## config.mk

```make
export PLATFORM = sky130hd
export DESIGN_NAME = spi_rxc
export DESIGN_NICKNAME = d
export VERILOG_FILES = /design/src/rtl/spi_rxc_pkg.sv /design/src/rtl/spi_rx_crc_ser.sv /design/src/rtl/spi_rxc.sv
export SDC_FILE = /design/constraint.sdc
export NUM_CORES = 1
export LEC_CHECK = 0
export ABC_AREA = 0
export BUFFER_PORTS_ARGS = -buffer_cell sky130_fd_sc_hd__buf_2
export CAP_MARGIN = 20
export CORE_ASPECT_RATIO = 0.6
export CORE_MARGIN = 8
export CORE_UTILIZATION = 60
export CTS_BUF_LIST = sky130_fd_sc_hd__clkbuf_8
export DETAILED_ROUTE_END_ITERATION = 12
export PLACE_DENSITY = 0.84
export SLEW_MARGIN = 20
export SYNTH_ARGS = -nofsm -noshare
export SYNTH_HDL_FRONTEND = slang
export SYNTH_HIERARCHICAL = 1
export SYNTH_SLANG_ARGS = --single-unit
```

## constraint.sdc

```tcl
create_clock -name clk_rx -period 3.71 [get_ports clk_rx]
set_input_delay 0.742 -clock clk_rx [delete_from_list [all_inputs] [get_ports clk_rx]]
set_output_delay 0.742 -clock clk_rx [all_outputs]
set_load 0.01 [all_outputs]
```

## src/rtl/spi_rxc_pkg.sv

```systemverilog
// Shared definitions for the SPI receive core: frame-size encoding, phase enum
// and helpers that derive frame length and data mask from df.
package spi_rxc_pkg;

    localparam int unsigned DATA_W    = 32;
    localparam int unsigned CNT_W     = 13;
    localparam int unsigned BIT_CNT_W = 5;
    localparam int unsigned LEN_W     = 6;

    localparam logic [1:0] DF_8  = 2'b00;
    localparam logic [1:0] DF_16 = 2'b01;
    localparam logic [1:0] DF_32 = 2'b10;

    typedef enum logic {
        DATA = 1'b0,
        CRC  = 1'b1
    } phase_e;

    // Reserved encoding 11 falls through to 32 bits.
    function automatic logic [LEN_W-1:0] frame_len(input logic [1:0] df);
        case (df)
            DF_8:    frame_len = LEN_W'(8);
            DF_16:   frame_len = LEN_W'(16);
            default: frame_len = LEN_W'(32);
        endcase
    endfunction

    function automatic logic [DATA_W-1:0] mask_n(input logic [1:0] df);
        case (df)
            DF_8:    mask_n = DATA_W'(32'h0000_00FF);
            DF_16:   mask_n = DATA_W'(32'h0000_FFFF);
            default: mask_n = DATA_W'(32'hFFFF_FFFF);
        endcase
    endfunction

endpackage

```

## src/rtl/spi_rx_crc_ser.sv

```systemverilog
// One-bit-per-clock serial CRC (non-reflected) of width set by mask; clr makes
// the step start from zero so a new transfer needs no extra clock edge.
module spi_rx_crc_ser
    import spi_rxc_pkg::*;
(
    input  logic              clk,
    input  logic              rst_n,
    input  logic              en,
    input  logic              clr,
    input  logic              din,
    input  logic [DATA_W-1:0] mask,
    input  logic [DATA_W-1:0] poly,
    output logic [DATA_W-1:0] crc
);

    logic [DATA_W-1:0] crc_q;
    logic [DATA_W-1:0] crc_d;
    logic [DATA_W-1:0] cur;
    logic [DATA_W-1:0] top;
    logic              fb;

    // Top bit of the mask selects the CRC MSB for the active width.
    always_comb begin
        cur   = clr ? '0 : crc_q;
        top   = mask ^ (mask >> 1);
        fb    = (|(cur & top)) ^ din;
        crc_d = crc_q;
        if (en) begin
            crc_d = ((cur << 1) & mask) ^ (fb ? (poly & mask) : '0);
        end
    end

    always_ff @(posedge clk or negedge rst_n) begin
        if (!rst_n) begin
            crc_q <= '0;
        end else begin
            crc_q <= crc_d;
        end
    end

    assign crc = crc_q;

endmodule

```

## src/rtl/spi_rxc.sv

```systemverilog
// SPI receive core: deserialises shift_in per clk_rx edge into 8/16/32-bit
// words, counts frames per transfer and tracks the DATA/CRC phase.
module spi_rxc
    import spi_rxc_pkg::*;
(
    input  logic              clk_rx,
    input  logic              spi_rx_rstn,
    input  logic [1:0]        df,
    input  logic [CNT_W-1:0]  spi_tnum_max,
    input  logic              lsbf,
    input  logic              crc_en,
    input  logic              rxonly,
    input  logic              shift_in,
    input  logic [DATA_W-1:0] crc_poly,
    output logic [DATA_W-1:0] rx_crc_data_out,
    output logic [DATA_W-1:0] spi_rx_data,
    output logic              rx_num_max_en,
    output logic              rx_crc_en,
    output logic              rx_busy
);

    logic [BIT_CNT_W-1:0] bit_cnt_q, bit_cnt_d;
    logic [CNT_W-1:0]     frame_cnt_q, frame_cnt_d;
    phase_e               phase_q, phase_d;
    logic [DATA_W-1:0]    sreg_q, sreg_d;
    logic [DATA_W-1:0]    data_q, data_d;
    logic                 num_max_q, num_max_d;
    logic                 crc_ph_q, crc_ph_d;
    logic                 busy_q, busy_d;

    logic [LEN_W-1:0]     flen;
    logic [DATA_W-1:0]    mask;
    logic [DATA_W-1:0]    word;
    logic                 last;
    logic                 crc_step;
    logic                 crc_clr;

    always_comb begin
        flen        = frame_len(df);
        mask        = mask_n(df);
        // >= keeps the counter wrapping if df shrinks mid-frame.
        last        = {1'b0, bit_cnt_q} >= (flen - LEN_W'(1));
        word        = lsbf ? (sreg_q | (DATA_W'(shift_in) << bit_cnt_q))
                           : {sreg_q[DATA_W-2:0], shift_in};
        crc_step    = crc_en && (phase_q == DATA);
        crc_clr     = (bit_cnt_q == '0) && (frame_cnt_q == '0);

        bit_cnt_d   = bit_cnt_q + BIT_CNT_W'(1);
        frame_cnt_d = frame_cnt_q;
        phase_d     = phase_q;
        sreg_d      = word;
        data_d      = data_q;

        // Word completes on the edge sampling its last bit.
        if (last) begin
            bit_cnt_d = '0;
            sreg_d    = '0;
            data_d    = word & mask;
            if (phase_q == CRC) begin
                phase_d     = DATA;
                frame_cnt_d = '0;
            end else if (frame_cnt_q == spi_tnum_max) begin
                if (crc_en) begin
                    phase_d     = CRC;
                    frame_cnt_d = frame_cnt_q + CNT_W'(1);
                end else begin
                    frame_cnt_d = '0;
                end
            end else begin
                frame_cnt_d = frame_cnt_q + CNT_W'(1);
            end
        end

        num_max_d = (phase_d == DATA) && (frame_cnt_d == spi_tnum_max);
        crc_ph_d  = (phase_d == CRC);
        busy_d    = (bit_cnt_d != '0) ||
                    (rxonly && ((frame_cnt_d != '0) || (phase_d == CRC)));
    end

    always_ff @(posedge clk_rx or negedge spi_rx_rstn) begin
        if (!spi_rx_rstn) begin
            bit_cnt_q   <= '0;
            frame_cnt_q <= '0;
            phase_q     <= DATA;
            sreg_q      <= '0;
            data_q      <= '0;
            num_max_q   <= 1'b0;
            crc_ph_q    <= 1'b0;
            busy_q      <= 1'b0;
        end else begin
            bit_cnt_q   <= bit_cnt_d;
            frame_cnt_q <= frame_cnt_d;
            phase_q     <= phase_d;
            sreg_q      <= sreg_d;
            data_q      <= data_d;
            num_max_q   <= num_max_d;
            crc_ph_q    <= crc_ph_d;
            busy_q      <= busy_d;
        end
    end

    spi_rx_crc_ser u_crc (
        .clk   (clk_rx),
        .rst_n (spi_rx_rstn),
        .en    (crc_step),
        .clr   (crc_clr),
        .din   (shift_in),
        .mask  (mask),
        .poly  (crc_poly),
        .crc   (rx_crc_data_out)
    );

    assign spi_rx_data   = data_q;
    assign rx_num_max_en = num_max_q;
    assign rx_crc_en     = crc_ph_q;
    assign rx_busy       = busy_q;

endmodule

```

==> impl_metrics.env <==
export IMPL_status="completed"
export IMPL_critPathArrivalTime_ns=3.72
export IMPL_place_hpwl_mm=16.9
export IMPL_fp_dieW_um=163
export IMPL_clk_path_buf_depth=2
export IMPL_numPortBuffers=119
export IMPL_grt_pass1_vias=7249
export IMPL_finalSetupTns_ns=0
export IMPL_grt_max_degree=67
export IMPL_cts_root_buffer="clkbuf_8"
export IMPL_crit_required_ns=4.06
export IMPL_criticalPathCategory="reg -> reg"
export IMPL_ant_nets=0
export IMPL_pwr_share_seq_pct=35.3
export IMPL_powerDensity_nw_per_um2=634
export IMPL_path_max_fanout=16
export IMPL_ys_types=61
export IMPL_synth_largest_area_cell="dfrtp_1"
export IMPL_vias_per_cell=6.13
export IMPL_cts_tree="done"
export IMPL_synth_edf_count=0
export IMPL_worst_pin_slew_ns=0.987
export IMPL_clkPwrFrac_pct=22.3
export IMPL_drt_iter0_markers=990
export IMPL_area_growth_pct=19.3
export IMPL_synth_area_um2=7730
export IMPL_clk_latency_ns=0.45
export IMPL_final_nets=1144
export IMPL_p_leak_nw=4.14
export IMPL_hold_viol_final=0
export IMPL_ios=120
export IMPL_htree_levels=4
export IMPL_intPower_mw=3.37
export IMPL_yosys_warnings=6
export IMPL_async_flop_share_pct=100
export IMPL_postCtsHoldBufs=0
export IMPL_skew_ns=0.0227
export IMPL_maxCapViolCount=0
export IMPL_diodes=0
export IMPL_syn_inst=938
export IMPL_ys_flop_type="dfrtp_1"
export IMPL_period_needed_ns=3.38
export IMPL_yosys_top_cells_area="dfrtp_1, xnor2_1, o21ai_0"
export IMPL_grt_first_pass_wirelength_mm=38.5
export IMPL_drc_errors=0
export IMPL_cts_made_buffers=17
export IMPL_fp_dieH_um=104
export IMPL_cts_sinks=117
export IMPL_core_area_um2=12700
export IMPL_fmax_ghz=0.296
export IMPL_design_area_um2=9220
export IMPL_initial_core_util_pct=60.9
export IMPL_avgSynthCellArea_um2=8.24
export IMPL_die_area_um2=16900
export IMPL_relSlewSlack_pct=33.6
export IMPL_overflow=0
export IMPL_crit_path_start_kind="register"
export IMPL_swShare_pct=42.3
export IMPL_grt_use_total_pct=28.0
export IMPL_rsz0062_at_grt="no"
export IMPL_routed_wirelength_mm=23.9
export IMPL_endpoint_kind="register"
export IMPL_dpl_cell_area_um2=8770
export IMPL_p_comb_share_pct=42.4
export IMPL_cts_clk_slew_worst_paths_ns=0.09
export IMPL_drv_slew=0
export IMPL_fin_crit_sh_pct=91.0
export IMPL_dr_total_vias=7765
export IMPL_first_pass_iters=6
export IMPL_cts_setup_buffers=0
export IMPL_seq_area_frac_synth_pct=37.9
export IMPL_synth_top_area_share_pct=37.9
export IMPL_p_switching_mw=2.47
export IMPL_num_rows=32
export IMPL_drive_above_1_share_pct=19.0
export IMPL_setup_viol_count_final=0
export IMPL_gp_congestion=0.992
export IMPL_wl_per_cell_um=18.9
export IMPL_antenna_found_initial=0
export IMPL_hold_class="in -> async"
export IMPL_synth_seq_cells=117
export IMPL_ir_worst_vdd_mv=0.466
-- kinds of logic (layout without fill, tap and decap cells) --
group	after synthesis	after routing	synth area share, %
AOI/OAI and AO/OA	272	272	21.5
xor gates and xnor gates	77	77	8.72
adders and majority gates	7	7	1.13
buffers and inverters	81	211	4.42
DFF	117	117	37.9
muxes	22	22	2.86
other	1	30	0.0485
and+or+nand+nor	361	361	23.5
-- cell usage after synthesis, types with 3 or more instances --
library cell	instances
xor2_1	25
a31oi_1	69
inv_1	16
dfrtp_1	117
buf_1	7
a21oi_1	51
xnor2_1	52
and3_1	10
nor2_1	68
nand2_1	109
mux2i_1	21
and2_1	6
nand3b_1	3
nand4_1	10
a311oi_1	3
nor3b_1	3
a21o_1	5
nand3_1	15
nand2b_1	40
ha_1	7
nor4_1	23
clkbuf_1	50
a22o_1	3
nor3_1	14
buf_6	4
nor2b_1	42
o2111ai_1	4
o22ai_1	8
o21ai_0	89
a22oi_1	9
o31ai_1	8
or4_1	5
buf_2	3
-- critical path, stage by stage, from the launching register on --
cell and delay (ns):
dfrtp_1 0.38, nor3_1 0.22, buf_4 0.16, nor3b_2 0.21, and4_1 0.29, buf_12 0.15, nand2b_1 0.18, o22ai_1 0.14
or4_1 0.54, nor3_2 0.21, and4_1 0.23, or2_4 0.16, buf_12 0.17, mux2i_1 0.23
-- cell usage in the layout, fill, tap and decap left out, types with 8 or more instances in the layout --
cell,Yosys,routed
xor2_1,25,25
buf_2,3,118
a31oi_1,69,69
o21ai_0,89,89
inv_1,16,16
o22ai_1,8,8
o31ai_1,8,8
and3_1,10,10
nand4_1,10,10
xnor2_1,52,52
mux2i_1,21,21
a22oi_1,9,9
nand2b_1,40,40
a21oi_1,51,50
nor4_1,23,23
nand3_1,15,15
nor3_1,14,14
buf_4,1,41
clkbuf_8,0,17
nand2_1,109,109
conb_1,1,30
nor2b_1,42,42
nor2_1,68,67
dfrtp_1,117,117
-- per-stage QoR --
stage	instances	utilization (%)	worst slack, ns	hold slack, ns	power, mW
after global routing	1267	72.6	0.116	0.387	6.22
final	1267	72.6	0.334	0.339	5.84
after detailed placement	1235	69.1	0.110	0.467	4.49
after floorplan	967	-	0.0188	0.446	3.60
after CTS	1267	72.6	0.150	0.333	5.83
after global placement	1235	69.1	0.165	0.458	4.43
-- layer usage --
metal	up-vias	GRT usage, %	part of all wire (%)
li1	3621	-	-
met4	0	7.76	1.4
met1	3644	41.2	45
met3	42	6.80	11
met5	-	0	0
met2	458	39.9	43
-- power groups by stage --
stage	clock, mW	sequential [mW]	combinational (mW)
after floorplan	0	2.13	1.47
after global placement	0	2.05	2.38
after detailed placement	0	2.07	2.43
after CTS	1.32	2.05	2.46
after global routing	1.38	2.11	2.74
final	1.30	2.06	2.48
-- timing repair --
| item | in CTS | in global routing |
|---|---|---|
| hold endpoints to repair | 0 | 0 |
| gates resized for setup | 0 | 2 |
| endpoints found under the setup margin | 0 | 24 |
-- layout make-up --
| class | count | area (um2) |
|---|---|---|
| Clock buffer | 17 | 234 |
| Clock inverter | 15 | 209 |
| Fill cell | 995 | 3470 |
| Inverter | 16 | 60.1 |
| Multi-Input combinational cell | 769 | 4600 |
| Sequential cell | 117 | 2930 |
| Tap cell | 170 | 213 |
| Timing Repair Buffer | 163 | 978 |
-- state kept, by name, indices dropped and copies added, names as in the netlist --
register,count
rx_crc_en,1
rx_num_max_en,1
rx_busy,1
frame_cnt_q,13
sreg_q,32
bit_cnt_q,5
spi_rx_data,32
u_crc/crc,32
-- final timing paths --
check / start / endpoint / slack (ns) / depth (start not counted)
worst max-delay path: frame_cnt_q[5]$_DFF_PN0_ / u_crc/crc[2]$_DFFE_PN0P_ / 0.33 / 13
worst min-delay path: spi_rx_rstn / spi_rx_data[20]$_DFFE_PN0N_ / 0.34 / 1
worst max register to register: frame_cnt_q[5]$_DFF_PN0_ / u_crc/crc[2]$_DFFE_PN0P_ / 0.33 / 13
worst min register to register: spi_rx_data[22]$_DFFE_PN0N_ / spi_rx_data[22]$_DFFE_PN0N_ / 0.48 / 2
max in group asynchronous: spi_rx_rstn / bit_cnt_q[2]$_DFF_PN0_ / 2.61 / 2
min in group clk_rx: spi_rx_data[22]$_DFFE_PN0N_ / spi_rx_data[22]$_DFFE_PN0N_ / 0.48 / 2
No activity file was read; power rests on OpenSTA's default activity.
